**src/rtl/decode_sequencer_pkg.sv**
```systemverilog
// Shared types for the decode sequencer: FSM states, issue-buffer entry, default depth.
package decode_seq_pkg;

  typedef enum logic [1:0] {
    RUN    = 2'd0,
    DRAIN  = 2'd1,
    SERIAL = 2'd2
  } seq_state_e;

  typedef struct packed {
    logic [31:0] instr;
    logic [63:0] pc;
    logic        cf;
  } issue_entry_t;

  localparam int DEPTH_DEFAULT = 2;

endpackage

```
**src/rtl/decode_sequencer_if.sv**
```systemverilog
// Fetch, decoder and issue handshakes of the decode sequencer.
// The slave modport is the sequencer's view.
interface decode_sequencer_if;
  logic        fetch_valid_i;
  logic [31:0] fetch_instr_i;
  logic [63:0] fetch_pc_i;
  logic        fetch_ready_o;
  logic [31:0] dec_instr_o;
  logic [63:0] dec_pc_o;
  logic        dec_serialize_i;
  logic        dec_cf_i;
  logic        sb_empty_i;
  logic        issue_valid_o;
  logic        issue_ready_i;
  logic [31:0] issue_instr_o;
  logic [63:0] issue_pc_o;
  logic        issue_cf_o;

  modport slave (
    input  fetch_valid_i, fetch_instr_i, fetch_pc_i, dec_serialize_i, dec_cf_i,
           sb_empty_i, issue_ready_i,
    output fetch_ready_o, dec_instr_o, dec_pc_o, issue_valid_o, issue_instr_o,
           issue_pc_o, issue_cf_o
  );

  modport master (
    output fetch_valid_i, fetch_instr_i, fetch_pc_i, dec_serialize_i, dec_cf_i,
           sb_empty_i, issue_ready_i,
    input  fetch_ready_o, dec_instr_o, dec_pc_o, issue_valid_o, issue_instr_o,
           issue_pc_o, issue_cf_o
  );
endinterface

```
**src/rtl/decode_sequencer_fifo.sv**
```systemverilog
// Issue buffer: DEPTH-entry FIFO with wrap-around pointers and an occupancy count.
// Flush and reset both empty it and win over a same-cycle push or pop.
module decode_fifo
  import decode_seq_pkg::*;
#(
  parameter int  DEPTH   = DEPTH_DEFAULT,
  parameter type entry_t = issue_entry_t
) (
  input  logic   clk,
  input  logic   reset,
  input  logic   flush,
  input  logic   push,
  input  logic   pop,
  input  entry_t din,
  output entry_t dout,
  output logic   full,
  output logic   empty
);
  localparam int PW = $clog2(DEPTH);
  localparam int CW = $clog2(DEPTH + 1);

  entry_t          mem [DEPTH];
  logic [PW-1:0]   wr_ptr, rd_ptr;
  logic [CW-1:0]   count;
  logic            push_en, pop_en;

  assign full    = (count == CW'(DEPTH));
  assign empty   = (count == '0);
  assign push_en = push && !full;
  assign pop_en  = pop && !empty;
  assign dout    = mem[rd_ptr];

  always_ff @(posedge clk) begin
    if (push_en) mem[wr_ptr] <= din;
  end

  // DEPTH is a power of two, so pointers wrap by natural overflow.
  always_ff @(posedge clk) begin
    if (reset || flush) begin
      wr_ptr <= '0;
      rd_ptr <= '0;
      count  <= '0;
    end else begin
      if (push_en) wr_ptr <= wr_ptr + PW'(1);
      if (pop_en)  rd_ptr <= rd_ptr + PW'(1);
      unique case ({push_en, pop_en})
        2'b10:   count <= count + CW'(1);
        2'b01:   count <= count - CW'(1);
        default: count <= count;
      endcase
    end
  end
endmodule

```
**src/rtl/decode_sequencer.sv**
```systemverilog
// Sits between fetch and issue: buffers decoded instructions and serializes
// CSR/FENCE by draining the buffer and scoreboard around them.
module decode_sequencer
  import decode_seq_pkg::*;
#(
  parameter int DEPTH       = DEPTH_DEFAULT,
  parameter int STALL_CNT_W = 16
) (
  input  logic                   clk,
  input  logic                   reset,
  input  logic                   flush_i,
  decode_sequencer_if.slave      bus,
  output logic [STALL_CNT_W-1:0] stall_cnt_o
);
  seq_state_e   state, state_nxt;
  issue_entry_t fetch_entry, fifo_din, head, hold_q;
  logic         hold_vld, hold_vld_nxt, hold_load;
  logic         post_pop, post_pop_nxt;
  logic         full, empty, accept, pop, push;

  assign bus.dec_instr_o = bus.fetch_instr_i;
  assign bus.dec_pc_o    = bus.fetch_pc_i;

  assign fetch_entry = '{instr: bus.fetch_instr_i, pc: bus.fetch_pc_i, cf: bus.dec_cf_i};

  assign bus.fetch_ready_o = (state == RUN) && !full && !flush_i && !reset;
  assign accept            = bus.fetch_valid_i && bus.fetch_ready_o;
  assign bus.issue_valid_o = !empty && !reset;
  assign pop               = bus.issue_valid_o && bus.issue_ready_i;

  assign bus.issue_instr_o = head.instr;
  assign bus.issue_pc_o    = head.pc;
  assign bus.issue_cf_o    = head.cf;

  always_comb begin
    state_nxt    = state;
    push         = 1'b0;
    fifo_din     = fetch_entry;
    hold_load    = 1'b0;
    hold_vld_nxt = hold_vld;
    post_pop_nxt = post_pop;
    unique case (state)
      RUN: begin
        if (accept) begin
          if (bus.dec_serialize_i) begin
            hold_load    = 1'b1;
            hold_vld_nxt = 1'b1;
            state_nxt    = DRAIN;
          end else begin
            push = 1'b1;
          end
        end
      end
      DRAIN: begin
        if (hold_vld && empty && bus.sb_empty_i) begin
          push         = 1'b1;
          fifo_din     = hold_q;
          hold_vld_nxt = 1'b0;
          state_nxt    = SERIAL;
        end
      end
      SERIAL: begin
        // The buffer holds only the serializing entry here, so any pop is it;
        // sb_empty_i only counts once that pop has already happened.
        if (post_pop && bus.sb_empty_i) begin
          post_pop_nxt = 1'b0;
          state_nxt    = RUN;
        end else if (pop) begin
          post_pop_nxt = 1'b1;
        end
      end
      default: state_nxt = RUN;
    endcase
    if (flush_i) begin
      state_nxt    = RUN;
      push         = 1'b0;
      hold_load    = 1'b0;
      hold_vld_nxt = 1'b0;
      post_pop_nxt = 1'b0;
    end
  end

  always_ff @(posedge clk) begin
    if (reset) begin
      state    <= RUN;
      hold_vld <= 1'b0;
      post_pop <= 1'b0;
    end else begin
      state    <= state_nxt;
      hold_vld <= hold_vld_nxt;
      post_pop <= post_pop_nxt;
    end
  end

  always_ff @(posedge clk) begin
    if (hold_load) hold_q <= fetch_entry;
  end

  // Survives flush on purpose: it measures serialization cost over the run.
  always_ff @(posedge clk) begin
    if (reset)
      stall_cnt_o <= '0;
    else if (state != RUN && stall_cnt_o != '1)
      stall_cnt_o <= stall_cnt_o + STALL_CNT_W'(1);
  end

  decode_fifo #(
    .DEPTH   (DEPTH),
    .entry_t (issue_entry_t)
  ) u_fifo (
    .clk   (clk),
    .reset (reset),
    .flush (flush_i),
    .push  (push),
    .pop   (pop),
    .din   (fifo_din),
    .dout  (head),
    .full  (full),
    .empty (empty)
  );
endmodule

```
**src/flat_wrapper.sv**
```systemverilog
// flat-port wrapper written by rule: the top's interface ports become plain ports
module decode_sequencer_flat import decode_seq_pkg::*;
#(
  parameter int DEPTH       = DEPTH_DEFAULT,
  parameter int STALL_CNT_W = 16
)
  (clk, reset, flush_i, stall_cnt_o, bus_fetch_valid_i, bus_fetch_instr_i, bus_fetch_pc_i, bus_dec_serialize_i, bus_dec_cf_i, bus_sb_empty_i, bus_issue_ready_i, bus_fetch_ready_o, bus_dec_instr_o, bus_dec_pc_o, bus_issue_valid_o, bus_issue_instr_o, bus_issue_pc_o, bus_issue_cf_o);
  decode_sequencer_if bus_i ();
  input  logic clk;
  input  logic reset;
  input  logic flush_i;
  output logic [STALL_CNT_W-1:0] stall_cnt_o;
  input wire logic [$bits(bus_i.fetch_valid_i)-1:0] bus_fetch_valid_i;
  input wire logic [$bits(bus_i.fetch_instr_i)-1:0] bus_fetch_instr_i;
  input wire logic [$bits(bus_i.fetch_pc_i)-1:0] bus_fetch_pc_i;
  input wire logic [$bits(bus_i.dec_serialize_i)-1:0] bus_dec_serialize_i;
  input wire logic [$bits(bus_i.dec_cf_i)-1:0] bus_dec_cf_i;
  input wire logic [$bits(bus_i.sb_empty_i)-1:0] bus_sb_empty_i;
  input wire logic [$bits(bus_i.issue_ready_i)-1:0] bus_issue_ready_i;
  output wire logic [$bits(bus_i.fetch_ready_o)-1:0] bus_fetch_ready_o;
  output wire logic [$bits(bus_i.dec_instr_o)-1:0] bus_dec_instr_o;
  output wire logic [$bits(bus_i.dec_pc_o)-1:0] bus_dec_pc_o;
  output wire logic [$bits(bus_i.issue_valid_o)-1:0] bus_issue_valid_o;
  output wire logic [$bits(bus_i.issue_instr_o)-1:0] bus_issue_instr_o;
  output wire logic [$bits(bus_i.issue_pc_o)-1:0] bus_issue_pc_o;
  output wire logic [$bits(bus_i.issue_cf_o)-1:0] bus_issue_cf_o;
  assign bus_i.fetch_valid_i = bus_fetch_valid_i;
  assign bus_i.fetch_instr_i = bus_fetch_instr_i;
  assign bus_i.fetch_pc_i = bus_fetch_pc_i;
  assign bus_i.dec_serialize_i = bus_dec_serialize_i;
  assign bus_i.dec_cf_i = bus_dec_cf_i;
  assign bus_i.sb_empty_i = bus_sb_empty_i;
  assign bus_i.issue_ready_i = bus_issue_ready_i;
  assign bus_fetch_ready_o = bus_i.fetch_ready_o;
  assign bus_dec_instr_o = bus_i.dec_instr_o;
  assign bus_dec_pc_o = bus_i.dec_pc_o;
  assign bus_issue_valid_o = bus_i.issue_valid_o;
  assign bus_issue_instr_o = bus_i.issue_instr_o;
  assign bus_issue_pc_o = bus_i.issue_pc_o;
  assign bus_issue_cf_o = bus_i.issue_cf_o;
  decode_sequencer #(.DEPTH(DEPTH), .STALL_CNT_W(STALL_CNT_W)) u_core (.clk(clk), .reset(reset), .flush_i(flush_i), .bus(bus_i), .stall_cnt_o(stall_cnt_o));
endmodule
```
**config.mk**
```make
export PLATFORM = sky130hd
export DESIGN_NAME = decode_sequencer_flat
export DESIGN_NICKNAME = d
export VERILOG_FILES = /design/src/rtl/decode_sequencer_pkg.sv /design/src/rtl/decode_sequencer_if.sv /design/src/rtl/decode_sequencer_fifo.sv /design/src/rtl/decode_sequencer.sv /design/src/flat_wrapper.sv
export SDC_FILE = /design/constraint.sdc
export NUM_CORES = 1
export LEC_CHECK = 0
export ABC_AREA = 1
export BUFFER_PORTS_ARGS = -buffer_cell sky130_fd_sc_hd__buf_2
export CAP_MARGIN = 15
export CORE_MARGIN = 1
export CORE_UTILIZATION = 31
export CTS_CLUSTER_SIZE = 8
export DETAILED_ROUTE_END_ITERATION = 10
export GPL_TIMING_DRIVEN = 0
export SLEW_MARGIN = 15
export SYNTH_ARGS = -nofsm -noshare
export SYNTH_HDL_FRONTEND = slang
export SYNTH_SLANG_ARGS = --single-unit
```
**constraint.sdc**
```tcl
create_clock -name clk -period 6.5 [get_ports clk]
set_input_delay 0.975 -clock clk [delete_from_list [all_inputs] [get_ports clk]]
set_output_delay 0.975 -clock clk [all_outputs]
set_load 0.03 [all_outputs]
```
-- Word-level counts from Yosys, hierarchy flattened
Memory sizes are Yosys's and may differ from the RTL's. A register that Yosys moved wholly into a read port is not among the register bits.
Cells that the tools add are included.
- word-level logic and storage cells: 80
- register bits: 121
- input bits: 104
- output and inout bits: 211
- memory bits (writable): 194
- memories: 1
- memory list (memory ; words ; width ; read ports ; clocked after memory_dff ; wr ports ; RTL line ; RTL):
    u_core.u_fifo.mem ; 2 ; 97 ; 1 ; 1 ; 1 ; decode_sequencer_fifo.sv:22 ; entry_t mem [DEPTH];
- reduce and logical (&&, ||, !) cells: 27
- equal/unequal tests: 10
- add/subtract/negate cells: 5
- mux-type cells: 27
- operators by type and width (operator ; count):
    97-bit 2-to-1 mux ; 2
    1-bit 2-to-1 mux ; 17
    16-bit by 1-bit adder with 16-bit output (second input constant) ; 1
    16-bit inequality test (second input constant) ; 1
    1-bit logical AND ; 12
    2-bit 2-to-1 mux ; 4
    4-bit AND reduction ; 2
    2-bit nonzero test ; 4
    2-bit == test (second input constant) ; 3
    2-bit by 1-bit inequality test with 1-bit output (second input constant) ; 3
    2-bit case mux with 3 select lines ; 1
    2-bit by 1-bit == test with 1-bit output (second input constant) ; 2
    1-bit zero test ; 4
    2-bit zero test ; 2
    1-bit case mux with 2 select lines ; 2
    2-bit case mux with 2 select lines ; 1
    1-bit adder (second input constant) ; 2
    2-bit by 1-bit adder with 2-bit output (second input constant) ; 1
    2-bit inequality test (second input constant) ; 1
    2-bit AND reduction ; 1
    2-bit OR reduction ; 1
    2-bit by 1-bit subtractor with 2-bit output (second input constant) ; 1
    1-bit logical OR ; 1

-- Logic depth before layout (Yosys ltp)
- word-level depth: 12
- depth in mapped cells: 12
- mapped depth without buffers: 12

-- Cells and area by module
Synthesis repeated with hierarchy kept, for this count alone.
- cells, all modules: 1025
- area total of the unflattened synthesis: 13399.1 µm²
- modules (own cells, without submodules) (module ; cells an instance ; area an instance (µm²) ; times used ; sequential area each (µm²)):
    decode_fifo ; 340 ; 7357.1 ; 1 ; 5925.7
    decode_sequencer ; 685 ; 6042.0 ; 1 ; 3313.2

-- Least setup slack after synthesis
Ideal clock, no wire load.
- path kind: input to register
- start: input port reset
- end: memory u_core.u_fifo.mem[0][0] (netlist name) (enable)
- required time: 5.947 ns
- buffers on the path: 0
- setup time: 0.553 ns
- setup slack: -0.144 ns
- cell stages on the path: 7
- arrival: 6.091 ns
- path through: nor2_1 -> nand2_1 -> nor2_1 -> nand3_1 -> nand2_1 -> nand2_1 -> nor2_1
- longest elaborated chain between the ends: 9
- ends and longest elaborated chain (element ; RTL line ; RTL):
    start, declared ; flat_wrapper.sv:10 ; input logic reset;
    1-bit zero test ; decode_sequencer.sv:26 ; assign bus.fetch_ready_o = (state == RUN) && !full && !flush_i && !reset;
    1-bit logical AND ; decode_sequencer.sv:26 ;
    via bus_fetch_ready_o ; flat_wrapper.sv:20 ; output wire logic [$bits(bus_i.fetch_ready_o)-1:0] bus_fetch_ready_o;
    1-bit logical AND ; decode_sequencer.sv:27 ; assign accept = bus.fetch_valid_i && bus.fetch_ready_o;
    1-bit 2-to-1 mux ; decode_sequencer.sv:44 ; if (accept) begin
    1-bit case mux with 2 select lines ; decode_sequencer.sv:42 ; unique case (state)
    1-bit 2-to-1 mux ; decode_sequencer.sv:74 ; if (flush_i) begin
    1-bit logical AND ; decode_sequencer_fifo.sv:29 ; assign push_en = push && !full;
    1-bit 2-to-1 mux ; decode_sequencer_fifo.sv:34 ; if (push_en) mem[wr_ptr] <= din;
    1-bit 2-to-1 mux (not written as such) ; decode_sequencer_fifo.sv:34 ;
    end, declared ; decode_sequencer_fifo.sv:22 ;
The timed path passes the listed nets, and every way through them passes these cells.

==> out/results.tsv <==
stage	metric	value	unit
sta	worstMarginPinSlew	0.671	ns
finish	n_fill_cell	3919	
sta	fmax	277	MHz
power_and_ir_drop	ir_worst_vdd	0.000186	V
clock_network	cts_sinks	316	
critical_path	critPathCaptureType	output pin	
synth	yosys_warnings	0	
finish	layout_common_cells	buf_2 (331), edfxtp_1 (291), mux2_2 (185)	
placement	gp_congestion	0.765	
critical_path	r2r-end	u_core.u_fifo.mem[0][68]$_DFFE_PP_	
placement	io_buffers	314	
sta	max_slew_margin	55.2	%
critical_path	ff2ff_setup_slack	3.83	ns
placement	dp_hpwl	18400	um
job	drv_cap	0	
placement	placed_cell_area	15500	sq um
critical_path	arrival	2.63	ns
clock_network	cts_root_buf	clkbuf_16	
sta	rsz0062_at_grt	no	
clock_network	holdBufCountCts	0	
sta	fin_worst_skew	0.00989	ns
synth	synth.ff_latch_count	316	
sta	hold_violations	0	
synth	syn_area_per_cell	16.2	sq um
clock_network	cts_tree	yes	
global_routing	grt_pass1_wl	43500	um
finish	finish.utilization	40.1	%
finish	final_common_cell	buf_2	
clock_network	postCtsSetupBuffers	0	
power_and_ir_drop	p_leak	6.40	nW
finish	finalNetCount	1286	
finish	design_area	16800	sq um
detailed_routing	routedWlPerCell	16.5	um
critical_path	cpMaxStageDelayCell	clkbuf_1	
synth	synth.net_count	919	
synth	synth.distinct_cells	24	
global_routing	grt_max_degree	54	
die	die_h	208	um
detailed_routing	routed_via_density	4.41	
clock_network	cts_made_buffers	45	
clock_network	cts_max_level	2	
synth	synth_seq_area_share	70.3	%
global_routing	grt-ovfl-total	0	
critical_path	start_kind	register	
global_routing	grtUsageTotal	13.1	%
die	num_rows	75	
detailed_routing	vias	7620	
critical_path	critPathRequiredTime	5.52	ns
critical_path	cp_common_cell	buf_2	
clock_network	clockBufferDepth	3	
finish	seq_area	9240	sq um
clock_network	cts_resized	0	
hold_path	hold_path.class	register to register	
clock_network	path_clk_slew	0.05	ns
sta	finalCriticalPeriod	3.61	ns
synth	syn-cell-area	13100	sq um
die	chipWidth	208	um
global_routing	antenna_found_initial	0	
finish	syn_to_final_growth	27.6	%
critical_path	crit_end	bus_issue_instr_o[15]	
die	die-area	43200	sq um
finish	drive_above_1_share	57.9	%
critical_path	r2r_cells	9	
sta	slew_viol_final	0	
sta	setup_violations	0	
sta	fin_hold_ws	0.506	ns
synth	syn_inst	813	
global_routing	grt_pass1_vias	7584	
detailed_routing	drt_first_pass_iters	6	
critical_path	path_cells	clkbuf_1 > buf_2 > buf_2 > mux2_2 > buf_2	
finish	multi_input_area	2960	sq um
power_and_ir_drop	powerDensity	275	nW/um^2
die	start_util	31.4	%
status	status	complete, no violations	
clock_network	clk_latency	0.55	ns
critical_path	crit_fanout	10	
detailed_routing	final_antenna_net_count	0	
die	io_pins	315	
critical_path	cp_slowest_stage_delay	0.47	ns
sta	period_share	55.5	%
die	coreArea	41900	sq um
critical_path	r2r_start	u_core.state[0]$_SDFFE_PP0P_	
finish	antennaDiodeCount	0	
critical_path	worstSetupPathType	register to output pin	
detailed_routing	drt_iter0_drc	267	
detailed_routing	drc_errors	0	
detailed_routing	drt_wl_total	28500	um
==> logic make-up (layout without fill, tap and decap cells) <==
| kind of cell | after synthesis | in the layout | share of synthesized area (%) |
|---|---|---|---|
| buffers and inverters | 147 | 522 | 7.24 |
| AOI/OAI and AO/OA | 31 | 31 | 1.21 |
| DFF | 316 | 316 | 70.3 |
| and+or+nand+nor | 116 | 116 | 3.76 |
| adders and majority gates | 2 | 2 | 0.190 |
| muxes | 194 | 194 | 16.8 |
| xor gates and xnor gates | 7 | 7 | 0.466 |
==> layout make-up <==
class                      count  share of cell area, %
buffer                       120                   5.07
clock buffer                  54                   7.29
clock inverter                 1                 0.0522
inverter                      27                  0.664
multi-input combinational    350                   17.7
sequential                   316                   55.1
tap                          539                   4.02
timing repair buffer         320                   10.2
==> worst min-delay path by stage <==
stage          slack [ns]  depth (start not counted)                                 from                                  end
2_1_floorplan        0.46                          2  u_core.u_fifo.count[1]$_SDFFE_PP0P_  u_core.u_fifo.count[1]$_SDFFE_PP0P_
3_3_place_gp         0.48                          2  u_core.u_fifo.count[1]$_SDFFE_PP0P_  u_core.u_fifo.count[1]$_SDFFE_PP0P_
3_5_place_dp         0.50                          2    u_core.u_fifo.rd_ptr$_SDFFE_PP0P_    u_core.u_fifo.rd_ptr$_SDFFE_PP0P_
4_1_cts              0.51                          2    u_core.u_fifo.rd_ptr$_SDFFE_PP0P_    u_core.u_fifo.rd_ptr$_SDFFE_PP0P_
5_1_grt              0.55                          2    u_core.u_fifo.rd_ptr$_SDFFE_PP0P_    u_core.u_fifo.rd_ptr$_SDFFE_PP0P_
6_report             0.51                          2    u_core.u_fifo.rd_ptr$_SDFFE_PP0P_    u_core.u_fifo.rd_ptr$_SDFFE_PP0P_
==> critical path: cells and delay by family (launching register included) <==
family	cells	cell delay (ns)
buf+inv	4	1.39
flops	1	0.30
mux	1	0.39
==> flip-flops by register name (all words and copies together), names as in the netlist, named ones only <==
| signal | flops |
|---|---|
| u_core.hold_vld | 1 |
| u_core.u_fifo.rd_ptr | 1 |
| u_core.u_fifo.mem | 194 |
| u_core.post_pop | 1 |
| u_core.u_fifo.wr_ptr | 1 |
| u_core.stall_cnt_o | 16 |
| u_core.u_fifo.count | 2 |
| u_core.state | 2 |
| u_core.hold_q | 97 |
==> power breakdown <==
part           total, mW  leakage [nW]  internal, mW  switching (mW)
Clock               2.09         0.604          1.29           0.797
Combinational      0.279          2.96         0.116           0.163
Sequential          2.25          2.83          2.25         0.00419
==> synth_stat cells (all sizes together) <==
| master | instances | area (sq um) |
|---|---|---|
| nor2 | 34 | 135 |
| mux2 | 194 | 2210 |
| inv | 27 | 101 |
| nand2 | 61 | 229 |
| nand3 | 11 | 55.1 |
| clkbuf | 4 | 15.0 |
| nor3 | 2 | 10.0 |
| buf | 116 | 836 |
| xnor2 | 4 | 35.0 |
| dfxtp | 25 | 500 |
| a21oi | 21 | 105 |
| nand4 | 8 | 65.1 |
| ha | 2 | 25.0 |
| o21ai | 10 | 53.8 |
| xor2 | 3 | 26.3 |
| edfxtp | 291 | 8740 |
==> metal layers <==
| metal | share of wire, % | vias up | track usage (%) |
|---|---|---|---|
| met5 | 0 | - | 0 |
| met3 | 5.6 | 38 | 3.70 |
| met2 | 48 | 215 | 21.6 |
| li1 | - | 3624 | - |
| met4 | 2.0 | 0 | 4.14 |
| met1 | 44 | 3743 | 16.6 |
==> per-stage QoR <==
step                std cells  setup slack [ns]  total power [mW]  TNS (ns)
global route             1727              2.59              4.79         0
CTS                      1727              2.65              4.70         0
floorplan                 813              1.49              2.47         0
global placement         1666            -0.698              2.56    -66.35
finish                   1727              2.89              4.62         0
detailed placement       1672              3.20              2.57         0
(Power assumes the default switching activity.)
